[src/rtl/multi_monitor.sv]
// Multi-channel active-device counter with clamping, sticky clip flags and a hysteretic alarm; 1-cycle fully registered, no backpressure.
// Optional MONITOR_PEAK_EN adds a peak-hold register (peak_out) with peak_clr reload.
module multi_monitor #(
  parameter int WIDTH     = 8,
  parameter int CHANNELS  = 4,
  parameter int MAX_COUNT = 2**WIDTH-1,
  parameter int HI_THRESH = 200,
  parameter int LO_THRESH = 150
) (
  input  logic                clk,
  input  logic                rst,
  input  logic [CHANNELS-1:0] change,
  input  logic [CHANNELS-1:0] on_off,
  input  logic                err_clr,
  output logic [WIDTH-1:0]    counter_out,
  output logic                full,
  output logic                empty,
  output logic                alarm,
  output logic                overflow_err,
  output logic                underflow_err
`ifdef MONITOR_PEAK_EN
  ,
  output logic [WIDTH-1:0]    peak_out,
  input  logic                peak_clr
`endif
);

  localparam int CW = $clog2(CHANNELS+1);
  localparam int SW = WIDTH + CW + 1;
  localparam logic signed [SW-1:0] MAX_S = SW'(MAX_COUNT);
  localparam logic [WIDTH-1:0]     MAX_W = WIDTH'(MAX_COUNT);
  localparam logic [WIDTH-1:0]     HI_W  = WIDTH'(HI_THRESH);
  localparam logic [WIDTH-1:0]     LO_W  = WIDTH'(LO_THRESH);

  typedef enum logic {NORMAL, ALARM} state_t;
  state_t state;

  logic [CW-1:0]        ups, downs;
  logic signed [SW-1:0] raw;
  logic [WIDTH-1:0]     nxt;
  logic                 ovf, udf;

  // Sum is formed at SW bits so up to CHANNELS steps past either rail never wrap.
  always_comb begin
    ups   = '0;
    downs = '0;
    for (int i = 0; i < CHANNELS; i++) begin
      ups   = ups   + CW'(change[i] & on_off[i]);
      downs = downs + CW'(change[i] & ~on_off[i]);
    end
    raw = $signed({{(SW-WIDTH){1'b0}}, counter_out})
        + $signed({{(SW-CW){1'b0}}, ups})
        - $signed({{(SW-CW){1'b0}}, downs});
    ovf = 1'b0;
    udf = 1'b0;
    nxt = raw[WIDTH-1:0];
    if (raw[SW-1]) begin
      nxt = '0;
      udf = 1'b1;
    end else if (raw > MAX_S) begin
      nxt = MAX_W;
      ovf = 1'b1;
    end
  end

  always_ff @(posedge clk) begin
    if (!rst) begin
      counter_out   <= '0;
      full          <= 1'b0;
      empty         <= 1'b1;
      state         <= NORMAL;
      alarm         <= 1'b0;
      overflow_err  <= 1'b0;
      underflow_err <= 1'b0;
    end else begin
      counter_out   <= nxt;
      full          <= (nxt == MAX_W);
      empty         <= (nxt == '0);
      // A clip in the same cycle as err_clr keeps the flag set.
      overflow_err  <= ovf | (overflow_err  & ~err_clr);
      underflow_err <= udf | (underflow_err & ~err_clr);
      case (state)
        NORMAL: if (nxt >= HI_W) begin
          state <= ALARM;
          alarm <= 1'b1;
        end
        ALARM: if (nxt <= LO_W) begin
          state <= NORMAL;
          alarm <= 1'b0;
        end
        default: begin
          state <= NORMAL;
          alarm <= 1'b0;
        end
      endcase
    end
  end

`ifdef MONITOR_PEAK_EN
  always_ff @(posedge clk) begin
    if (!rst)
      peak_out <= '0;
    else if (peak_clr || nxt > peak_out)
      peak_out <= nxt;
  end
`endif

endmodule

[config.mk]
export PLATFORM = sky130hd
export DESIGN_NAME = multi_monitor
export DESIGN_NICKNAME = d
export VERILOG_FILES = /design/src/rtl/multi_monitor.sv
export SDC_FILE = /design/constraint.sdc
export NUM_CORES = 1
export LEC_CHECK = 0
export ABC_CLOCK_PERIOD_IN_PS = 7500
export BUFFER_PORTS_ARGS = -buffer_cell sky130_fd_sc_hd__buf_2
export CAP_MARGIN = 25
export CORE_MARGIN = 2
export CORE_UTILIZATION = 59
export CTS_CLUSTER_DIAMETER = 100
export DETAILED_ROUTE_END_ITERATION = 10
export PLACE_DENSITY = 0.88
export SYNTH_ARGS = -nofsm -noshare
export SYNTH_HDL_FRONTEND = slang
export SYNTH_SLANG_ARGS = --single-unit
[constraint.sdc]
create_clock -name clk -period 7.5 [get_ports clk]
set_input_delay 1.5 -clock clk [delete_from_list [all_inputs] [get_ports clk]]
set_output_delay 1.5 -clock clk [all_outputs]
set_load 0.02 [all_outputs]
==> out/qor.yml, run 1 <==
outcome:
  outcome: "complete, no violations"
routing:
  routed_wirelength_normalized_by_instance_count_um: 13.45
  drt-initial-drc-count: 54
  totalWireLength_mm: 2.622
  routed_via_density: 5.856
  detail_route.drc_violations: 0
  ant_nets: 0
  detail_route.first_pass.iterations: 4
  route.vias.total: 1142
floorplanning:
  fp.dieH_um: 49.85
  row_count: 16
  core_region_area_um2: 1982
  die_area_um2: 2485
  number_of_top_level_design_ports: 24
  die_x_um: 49.85
  starting_density_of_the_core_pct: 62.56
grt:
  grt_antenna_before_repair: 0
  grtUsageTotal_pct: 23.85
  wire_length_of_the_first_global_routing_pass_mm: 4.505
  maximum_number_of_pins_on_one_net_before_global_route_repair: 12
  grt_pass1_vias: 1067
  grt_remaining_overflow: 0
logic_synthesis:
  yosysWarnings: 0
  synth.cell_area_um2: 1240
  post_synth_inst_count: 144
  synth_area_leaders: "sky130_fd_sc_hd__dfxtp_1 23%, sky130_fd_sc_hd__ha_1 20%, sky130_fd_sc_hd__fa_1 6.5%"
  synth-xor-area-share_pct: 4.945
  synth_top_family_by_area: "adder cells"
  post-synth-top-area-cell: "sky130_fd_sc_hd__dfxtp_1"
  synth_largest_type_area_fraction_pct: 22.60
  synth.ff_latch_count: 14
  number_of_library_cell_types_mapped_by_synthesis: 37
  post_synth_net_total: 179
  async_reset_ff_share_pct: 0
  synth-seq-area-share_pct: 22.60
  ys_dominant_reg_cell: "sky130_fd_sc_hd__dfxtp_1"
  per_instance_average_area_after_synthesis_um2: 8.611
  synth_mux_area_share_pct: 0.8073
  yosys.area_share.adder_pct: 26.64
  synth_edf_count: 0
  yosys.area_share.simple_pct: 19.98
  share_of_the_synthesized_area_in_compound_gates_ao_oa_aoi_oai_pct: 19.27
placement:
  io_buffers: 23
  gpl.final_weighted_congestion: 0.8559
  dp_hpwl_mm: 2.093
layout:
  regArea_um2: 280.3
  drive_above_1_share_pct: 18.45
  final_nets: 204
  area.growth.synth_to_final_pct: 14.03
  antenna-diode-count: 0
  multi_input_comb_area_um2: 888.4
  filler_cell_count: 155
worst_setup_path:
  crit_path_top_delay_cell: "sky130_fd_sc_hd__fa_1"
  timing.critical_path.arrival_ns: 6.00
  critPathBufInv: 2
  cp_common_cell: "sky130_fd_sc_hd__fa_1"
  timing.critical_path.slowest_cell_delay_ns: 0.54
  setup.worst_path.class: "input pin to flop"
  cp_max_fo: 11
  critical_path.startpoint_type: "input pin"
  crit_chain: "buf_2, nor2b_1, fa_1, ha_1, ha_1, fa_1, inv_1, fa_1, fa_1, a211oi_1, nor3_1, mux2i_1, nor2_1, and2_1, a21o_1, a31oi_1"
  path_delay_family: "adder cells"
  crit_path_end_kind: "flop"
  worst_ep_required_time_ns: 7.68
cts:
  cts.reportedPaths.clkPinSlew_ns: 0.09
  postCtsHoldBufs: 0
  post_cts_repair_timing_setup_buffer_count: 0
  clk_path_buf_depth: 2
  cts_repair_resize_count: 0
  cts_made_buffers: 3
  cts_num_sinks: 14
  clock_tree.htree_level_count: 1
  cts_tree: "built"
  clock_insertion_delay_worst_skew_ns: 0.29
  clock-root-buffer: "sky130_fd_sc_hd__clkbuf_4"
sta:
  final.setup.tns_ns: 0
  period_minus_slack_ns: 5.819
  max_freq_mhz: 171.8
  timing.final.hold_violations: 0
  report.final.setup_viol: 0
  rsz0062_at_grt: "false"
  min_period_over_period_pct: 77.59
  worst_pin_slew_ns: 0.6626
  final-max-slew-violation-count: 0
  maxSlewHeadroom_pct: 55.67
  worst_clock_skew_ns: 0.006804
flow_run:
  drv.max_cap_violation_count: 0
min_path:
  timing.hold.worst.class: "flop to flop"
## worst reg2reg max path: stages (launching register included)
cell                       delay, ns
sky130_fd_sc_hd__dfxtp_1        0.33
sky130_fd_sc_hd__ha_1           0.30
sky130_fd_sc_hd__ha_1           0.34
sky130_fd_sc_hd__fa_1           0.48
sky130_fd_sc_hd__a211oi_1       0.42
sky130_fd_sc_hd__nor3_1         0.12
sky130_fd_sc_hd__mux2i_1        0.17
sky130_fd_sc_hd__nor2_1         0.54
sky130_fd_sc_hd__and2_1         0.30
sky130_fd_sc_hd__a21o_1         0.13
sky130_fd_sc_hd__a31oi_1        0.03
## flip-flops by register name, summed over array words and instances (netlist names)
name / flops
counter_out: 8
state: 1
full: 1
underflow_err: 1
overflow_err: 1
alarm: 1
empty: 1
## stage by stage
step	cells	setup WS, ns	hold WS (ns)	utilization, %	cell area, µm²
6_report	195	1.681	0.4719	71.34	1414
5_1_grt	195	1.468	0.4931	71.34	1414
4_1_cts	195	1.716	0.4741	71.34	1414
3_5_place_dp	191	1.417	0.4612	69.51	1378
3_3_place_gp	191	1.592	0.4509	69.51	1378
2_1_floorplan	144	1.862	0.5434	-	1240
## metal layers
metal / routed length (µm) / vias up / track usage [%]
met3: 137 / 8 / 3.939
met4: 66 / 0 / 8.796
met1: 1049 / 531 / 26.24
met2: 1369 / 48 / 45.11
met5: 0 / - / 0
li1: - / 555 / -
## logic make-up after synthesis
| kind of cell | after synthesis |
|---|---|
| XOR/XNOR | 7 |
| multiplexers | 1 |
| adder cells (fa/ha/maj) | 24 |
| AND/OR/NAND/NOR | 47 |
| buffers and inverters | 19 |
| flip-flops | 14 |
| AO/OA/AOI/OAI | 32 |
## layout make-up
class,instances,area share (%)
inverter,16,4.248
sequential,14,19.82
clock buffer,4,2.566
tap,27,2.389
multi-input combinational,111,62.83
timing repair buffer,23,8.142
## cell usage in the layout, fill, tap and decap left out, drive strengths merged
cell	instances
a41o	1
nand2	8
inv	16
a311o	1
xnor2	4
buf	23
a31oi	4
o221ai	1
a221oi	2
nand3b	1
mux2i	1
o22ai	1
or4b	1
a21o	3
and3	1
xor2	3
dfxtp	14
nor3b	1
or3	1
nand3	4
o21ai	2
nor3	6
clkbuf	4
a21oi	14
o21bai	2
nand4	1
ha	20
nor2b	5
fa	4
and2	5
a211oi	1
nand2b	4
nor2	9
## synthesized netlist by cell type (2+ instances only)
cell type	instances
sky130_fd_sc_hd__nand2b_1	4
sky130_fd_sc_hd__nand3_1	4
sky130_fd_sc_hd__xnor2_1	4
sky130_fd_sc_hd__nand2_1	8
sky130_fd_sc_hd__o21ai_0	2
sky130_fd_sc_hd__o21bai_1	2
sky130_fd_sc_hd__dfxtp_1	14
sky130_fd_sc_hd__nor2b_1	5
sky130_fd_sc_hd__a21o_1	3
sky130_fd_sc_hd__clkbuf_1	2
sky130_fd_sc_hd__ha_1	20
sky130_fd_sc_hd__a31oi_1	3
sky130_fd_sc_hd__a21oi_1	13
sky130_fd_sc_hd__and2_1	4
sky130_fd_sc_hd__nor3_1	6
sky130_fd_sc_hd__xor2_1	3
sky130_fd_sc_hd__fa_1	4
sky130_fd_sc_hd__nor2_1	9
sky130_fd_sc_hd__inv_1	16
## worst paths after layout
check | cells past startpoint | endpoint | start | slack (ns)
worst max register to register | 10 | alarm$_SDFFE_PN0P_ | counter_out[1]$_SDFF_PN0_ | 4.23
worst min register to register | 2 | underflow_err$_SDFF_PN0_ | underflow_err$_SDFF_PN0_ | 0.47
worst max-delay path | 16 | alarm$_SDFFE_PN0P_ | change[0] | 1.68
worst min-delay path | 2 | underflow_err$_SDFF_PN0_ | underflow_err$_SDFF_PN0_ | 0.47
Power of run 1 is left out: the tool's default activity adds up to more than one toggle a clock period on the data nets, which glitch-free logic cannot reach.
==> inputs of run 2 (changes only) <==
==> config.mk (replaced) <==
export PLATFORM = sky130hd
export DESIGN_NAME = multi_monitor
export DESIGN_NICKNAME = d
export VERILOG_FILES = /design/src/rtl/multi_monitor.sv
export SDC_FILE = /design/constraint.sdc
export NUM_CORES = 1
export LEC_CHECK = 0
export ABC_CLOCK_PERIOD_IN_PS = 5800
export BUFFER_PORTS_ARGS = -buffer_cell sky130_fd_sc_hd__buf_2
export CAP_MARGIN = 25
export CORE_MARGIN = 2
export CORE_UTILIZATION = 55
export CTS_CLUSTER_DIAMETER = 100
export DETAILED_ROUTE_END_ITERATION = 10
export PLACE_DENSITY = 0.83
export SYNTH_ARGS = -nofsm -noshare
export SYNTH_HDL_FRONTEND = slang
export SYNTH_SLANG_ARGS = --single-unit
==> constraint.sdc (replaced) <==
create_clock -name clk -period 5.8 [get_ports clk]
set_input_delay 1.16 -clock clk [delete_from_list [all_inputs] [get_ports clk]]
set_output_delay 1.16 -clock clk [all_outputs]
set_load 0.02 [all_outputs]
==> out/qor.yml, run 2 (synthesis gave the netlist of run 1 again) <==
sta:
  final-max-slew-violation-count: 0  # unchanged
  report.final.setup_viol: 0  # unchanged
  max_freq_mhz: 183.6
  period_minus_slack_ns: 5.448
  worst_clock_skew_ns: 0.01125  # was 0.006804 ns
  maxSlewHeadroom_pct: 71.10  # was 55.67%
  timing.final.hold_violations: 0  # unchanged
  final.setup.tns_ns: 0  # unchanged
  worst_pin_slew_ns: 0.4309  # was 0.6626 ns
  rsz0062_at_grt: "false"  # unchanged
  min_period_over_period_pct: 93.93
cts:
  clock_insertion_delay_worst_skew_ns: 0.30  # was 0.29 ns
  post_cts_repair_timing_setup_buffer_count: 0  # unchanged
  clock-root-buffer: "sky130_fd_sc_hd__clkbuf_4"  # unchanged
  cts_repair_resize_count: 0  # unchanged
  cts_tree: "built"  # unchanged
  clock_tree.htree_level_count: 1  # unchanged
  cts_made_buffers: 3  # unchanged
  cts.reportedPaths.clkPinSlew_ns: 0.08  # was 0.09 ns
  clk_path_buf_depth: 2  # unchanged
  postCtsHoldBufs: 0  # unchanged
  cts_num_sinks: 14  # unchanged
layout:
  largest_register_ffs: 8  # unchanged
  final_nets: 206  # was 204
  layout.cells.most_common_list: "23 x sky130_fd_sc_hd__buf_2, 20 x sky130_fd_sc_hd__ha_1, 16 x sky130_fd_sc_hd__inv_1"  # unchanged
  antenna-diode-count: 0  # unchanged
  drive_above_1_share_pct: 19.41  # was 18.45%
  mostFrequentLayoutCell: "sky130_fd_sc_hd__buf_2"  # unchanged
  filler_cell_count: 194  # was 155
  area.growth.synth_to_final_pct: 15.34  # was 14.03%
  max_flop_register: "counter_out"  # unchanged
worst_setup_path:
  crit_chain: "buf_2, nor2b_1, fa_1, ha_1, ha_1, fa_1, inv_1, fa_1, fa_1, a211oi_1, nor2_1, xor2_1, nor2_1, and2_1, or4b_1, a31oi_1"  # was buf_2, nor2b_1, fa_1, ha_1, ha_1, fa_1, inv_1, fa_1, fa_1, a211oi_1, nor3_1, mux2i_1, nor2_1, and2_1, a21o_1, a31oi_1
  worst_ep_required_time_ns: 6.02  # was 7.68 ns
  timing.critical_path.slowest_cell_delay_ns: 0.53  # was 0.54 ns
  critical_path.startpoint_type: "input pin"  # unchanged
  timing.critical_path.arrival_ns: 5.66  # was 6.00 ns
  cp_common_cell: "sky130_fd_sc_hd__fa_1"  # unchanged
  cp_max_fo: 4  # was 11
  crit_path_end_kind: "flop"  # unchanged
  setup.worst_path.class: "input pin to flop"  # unchanged
  crit_path_top_delay_cell: "sky130_fd_sc_hd__fa_1"  # unchanged
placement:
  dp_hpwl_mm: 2.050  # was 2.093 mm
  gpl.final_weighted_congestion: 0.9027  # was 0.8559
  io_buffers: 23  # unchanged
floorplanning:
  number_of_top_level_design_ports: 24  # unchanged
  fp.dieH_um: 51.48  # was 49.85 µm
  starting_density_of_the_core_pct: 57.15  # was 62.56%
  die_x_um: 51.48  # was 49.85 µm
  row_count: 17  # was 16
  die_area_um2: 2650  # was 2485 µm²
  core_region_area_um2: 2170  # was 1982 µm²
routing:
  totalWireLength_mm: 2.561  # was 2.622 mm
  met1_length_mm: 1.084  # was 1.049 mm
  routed_wirelength_normalized_by_instance_count_um: 12.93  # was 13.45 µm
  maxUsedRoutingLayer: "met4"  # unchanged
  detail_route.drc_violations: 0  # unchanged
  ant_nets: 0  # unchanged
  route.vias.total: 1115  # was 1,142
  met2WireLength_mm: 1.293  # was 1.369 mm
  drt-initial-drc-count: 31  # was 54
  routed-wl-met3_um: 115  # was 137 µm
  routed_via_density: 5.631  # was 5.856
  detail_route.first_pass.iterations: 4  # unchanged
grt:
  wire_length_of_the_first_global_routing_pass_mm: 4.512  # was 4.505 mm
  grt_remaining_overflow: 0  # unchanged
  grt_antenna_before_repair: 0  # unchanged
  maximum_number_of_pins_on_one_net_before_global_route_repair: 12  # unchanged
  grtUsageTotal_pct: 22.59  # was 23.85%
  grt_pass1_vias: 1123  # was 1,067
flow_run:
  drv.max_cap_violation_count: 0  # unchanged
min_path:
  timing.hold.worst.class: "flop to flop"  # unchanged
outcome:
  outcome: "complete, no violations"  # unchanged
-- run 2: worst paths after layout --
path,startpoint,end,slack (ns),depth (start not counted)
worst max-delay path,change[0],alarm$_SDFFE_PN0P_,0.35,16
worst min-delay path,underflow_err$_SDFF_PN0_,underflow_err$_SDFF_PN0_,0.48,2
worst min register to register,underflow_err$_SDFF_PN0_,underflow_err$_SDFF_PN0_,0.48,2
worst max register to register,counter_out[1]$_SDFF_PN0_,alarm$_SDFFE_PN0P_,2.57,10
-- run 2: final cells by class --
cell class	instances	area, µm²	area share (%)
tap	28	35.03	2.450
clock buffer	4	36.28	2.537
multi-input combinational	111	888.4	62.12
timing repair buffer	25	130.1	9.099
inverter	16	60.06	4.199
sequential	14	280.3	19.60
-- run 2: per-layer routing --
layer	GRT usage, %	vias up
li1	-	556
met1	26.05	510
met2	40.81	42
met3	1.754	7
met4	12.28	0
met5	0	-
-- run 2: per-stage QoR --
stage               setup WS [ns]  std cells  util (%)  hold slack [ns]  area (µm²)
floorplan                  0.5018        144         -           0.5434        1240
global placement           0.2540        194     64.24           0.4546        1394
detailed placement        0.07705        194     64.24           0.4660        1394
CTS                        0.3781        198     65.92           0.4796        1430
global route              0.05618        198     65.92           0.5088        1430
finish                     0.3519        198     65.92           0.4783        1430
-- run 2: worst max-delay path, delay by kind of cell --
| family | cells | cell delay (ns) |
|---|---|---|
| fa+ha+maj | 6 | 2.47 |
| simple gates | 5 | 1.01 |
| compound gates | 2 | 0.59 |
| xor+xnor | 1 | 0.26 |
| buf+inv | 2 | 0.16 |
Power of run 2 is left out for the same reason.
==> inputs of run 3 (changes only) <==
--- a/config.mk
+++ b/config.mk
@@ -8,11 +8,14 @@
 export ABC_CLOCK_PERIOD_IN_PS = 5800
 export BUFFER_PORTS_ARGS = -buffer_cell sky130_fd_sc_hd__buf_2
 export CAP_MARGIN = 25
+export CELL_PAD_IN_SITES_DETAIL_PLACEMENT = 2
+export CELL_PAD_IN_SITES_GLOBAL_PLACEMENT = 2
 export CORE_MARGIN = 2
-export CORE_UTILIZATION = 55
+export CORE_UTILIZATION = 32
 export CTS_CLUSTER_DIAMETER = 100
 export DETAILED_ROUTE_END_ITERATION = 10
-export PLACE_DENSITY = 0.83
+export PLACE_DENSITY = 0.82
+export REMOVE_ABC_BUFFERS = 1
 export SYNTH_ARGS = -nofsm -noshare
 export SYNTH_HDL_FRONTEND = slang
 export SYNTH_SLANG_ARGS = --single-unit
==> out/qor.yml, run 3 (synthesis gave the netlist of run 1 again) <==
outcome:
  outcome: "complete, no violations"  # unchanged
cts:
  postCtsHoldBufs: 0  # unchanged
  cts_tree: "built"  # unchanged
  clk_path_buf_depth: 2  # unchanged
  clock_insertion_delay_worst_skew_ns: 0.25  # was 0.30 ns
  cts.reportedPaths.clkPinSlew_ns: 0.06  # was 0.08 ns
  post_cts_repair_timing_setup_buffer_count: 0  # unchanged
  cts_repair_resize_count: 0  # unchanged
  cts_num_sinks: 14  # unchanged
  clock-root-buffer: "sky130_fd_sc_hd__clkbuf_8"  # was sky130_fd_sc_hd__clkbuf_4
  cts_made_buffers: 3  # unchanged
  clock_tree.htree_level_count: 1  # unchanged
min_path:
  hold_path_startpoint: "underflow_err$_SDFF_PN0_"  # unchanged
  holdPathStages: 2  # unchanged
  min_delay_endpoint: "underflow_err$_SDFF_PN0_"  # unchanged
  timing.hold.worst.class: "flop to flop"  # unchanged
worst_setup_path:
  critPathBufInv: 2  # unchanged
  path_delay_family: "adder cells"  # unchanged
  timing.reg2reg.setup_slack_ns: 2.51  # was 2.57 ns
  worst_r2r_startpoint: "counter_out[1]$_SDFF_PN0_"  # unchanged
  critical_path.startpoint_type: "input pin"  # unchanged
  crit_path_end_kind: "flop"  # unchanged
  crit_path_top_delay_cell: "sky130_fd_sc_hd__fa_1"  # unchanged
  cp_common_cell: "sky130_fd_sc_hd__fa_1"  # unchanged
  worstReg2RegEnd: "alarm$_SDFFE_PN0P_"  # unchanged
  worst_ep_required_time_ns: 5.98  # was 6.02 ns
  setup.worst_path.class: "input pin to flop"  # unchanged
  cp_max_fo: 4  # unchanged
  timing.critical_path.slowest_cell_delay_ns: 0.54  # was 0.53 ns
  timing.critical_path.arrival_ns: 5.69  # was 5.66 ns
  crit_chain: "buf_2, nor2b_1, fa_1, ha_1, ha_1, fa_1, inv_1, fa_1, fa_1, a211oi_1, nor2_1, xor2_1, nor2_1, and2_1, or4b_1, a31oi_1"  # unchanged
  worst_r2r_path_depth: 10  # unchanged
sta:
  period_minus_slack_ns: 5.512  # was 5.448 ns
  min_period_over_period_pct: 95.03  # was 93.93%
  worst_pin_slew_ns: 0.4109  # was 0.4309 ns
  maxSlewHeadroom_pct: 72.50  # was 71.10%
  report.final.setup_viol: 0  # unchanged
  timing.final.hold_violations: 0  # unchanged
  final_worst_slack_ns: 0.2881  # was 0.3519 ns
  whs_ns: 0.4882  # was 0.4783 ns
  max_freq_mhz: 181.4  # was 183.6 MHz
  worst_clock_skew_ns: 0.001384  # was 0.01125 ns
  rsz0062_at_grt: "false"  # unchanged
  final-max-slew-violation-count: 0  # unchanged
  final.setup.tns_ns: 0  # unchanged
floorplanning:
  core_region_area_um2: 3689  # was 2170 µm²
  die_x_um: 66.25  # was 51.48 µm
  row_count: 22  # was 17
  starting_density_of_the_core_pct: 33.62  # was 57.15%
  fp.dieH_um: 66.25  # was 51.48 µm
  number_of_top_level_design_ports: 24  # unchanged
  die_area_um2: 4388  # was 2650 µm²
placement:
  dp_hpwl_mm: 2.816  # was 2.050 mm
  dpl_worst_slack_ns: 0.02806  # was 0.07705 ns
  gpl.final_weighted_congestion: 0.7827  # was 0.9027
  io_buffers: 23  # unchanged
grt:
  maximum_number_of_pins_on_one_net_before_global_route_repair: 12  # unchanged
  wire_length_of_the_first_global_routing_pass_mm: 5.865  # was 4.512 mm
  grt_pass1_vias: 1274  # was 1,123
  grt_antenna_before_repair: 0  # unchanged
  grt_remaining_overflow: 0  # unchanged
  grtUsageTotal_pct: 17.75  # was 22.59%
routing:
  drt-initial-drc-count: 23  # was 31
  detail_route.drc_violations: 0  # unchanged
  totalWireLength_mm: 3.442  # was 2.561 mm
  met1_length_mm: 1.316  # was 1.084 mm
  routed_via_density: 5.253  # was 5.631
  maxUsedRoutingLayer: "met4"  # unchanged
  detail_route.first_pass.iterations: 3  # was 4
  ant_nets: 0  # unchanged
  routed-wl-met3_um: 123  # was 115 µm
  met2WireLength_mm: 1.921  # was 1.293 mm
  routed_wirelength_normalized_by_instance_count_um: 15.86  # was 12.93 µm
  route.vias.total: 1140  # was 1,115
layout:
  max_flop_register: "counter_out"  # unchanged
  mostFrequentLayoutCell: "sky130_fd_sc_hd__buf_2"  # unchanged
  layout.cells.most_common_list: "23 x sky130_fd_sc_hd__buf_2, 20 x sky130_fd_sc_hd__ha_1, 16 x sky130_fd_sc_hd__inv_1"  # unchanged
  largest_register_ffs: 8  # unchanged
  antenna-diode-count: 0  # unchanged
  area.growth.synth_to_final_pct: 18.26  # was 15.34%
  final_nets: 205  # was 206
  drive_above_1_share_pct: 18.93  # was 19.41%
flow_run:
  drv.max_cap_violation_count: 0  # unchanged
run 3: metrics by stage:
stage | std cells | cell area (µm²) | util [%]
floorplan | 141 | 1229 | -
global placement | 213 | 1411 | 38.26
detailed placement | 213 | 1411 | 38.26
CTS | 217 | 1466 | 39.76
global route | 217 | 1466 | 39.76
finish | 217 | 1466 | 39.76
run 3: layout make-up:
class                   instances  area, µm²
clock buffers                   4      55.05
fillers                       433       2222
inverters                      16      60.06
multi-input cells             111      888.4
flip-flops and latches         14      280.3
well taps                      48      60.06
repair buffers                 24      122.6
run 3: worst reg2reg max path: stages, from the launching register on:
cell and delay (ns):
sky130_fd_sc_hd__dfxtp_1 0.34, sky130_fd_sc_hd__ha_1 0.31, sky130_fd_sc_hd__ha_1 0.36, sky130_fd_sc_hd__fa_1 0.47
sky130_fd_sc_hd__a211oi_1 0.40, sky130_fd_sc_hd__nor2_1 0.12, sky130_fd_sc_hd__xor2_1 0.28, sky130_fd_sc_hd__nor2_1 0.11
sky130_fd_sc_hd__and2_1 0.19, sky130_fd_sc_hd__or4b_1 0.48, sky130_fd_sc_hd__a31oi_1 0.16
run 3: worst max-delay path by stage:
| stage | startpoint | endpoint | slack (ns) | cells past startpoint |
|---|---|---|---|---|
| 2_1_floorplan | change[0] | alarm$_SDFFE_PN0P_ | 0.50 | 15 |
| 3_5_place_dp | change[1] | alarm$_SDFFE_PN0P_ | 0.03 | 16 |
| 5_1_grt | on_off[1] | alarm$_SDFFE_PN0P_ | 0.08 | 16 |
| 4_1_cts | change[1] | alarm$_SDFFE_PN0P_ | 0.24 | 16 |
| 3_3_place_gp | on_off[1] | alarm$_SDFFE_PN0P_ | 0.24 | 16 |
| 6_report | change[1] | alarm$_SDFFE_PN0P_ | 0.29 | 16 |
run 3: layer usage:
metal | up-vias | GRT usage (%)
li1 | 553 | -
met1 | 554 | 17.49
met2 | 25 | 36.00
met3 | 8 | 2.215
met4 | 0 | 7.653
met5 | - | 0
Power of run 3 is left out for the same reason.
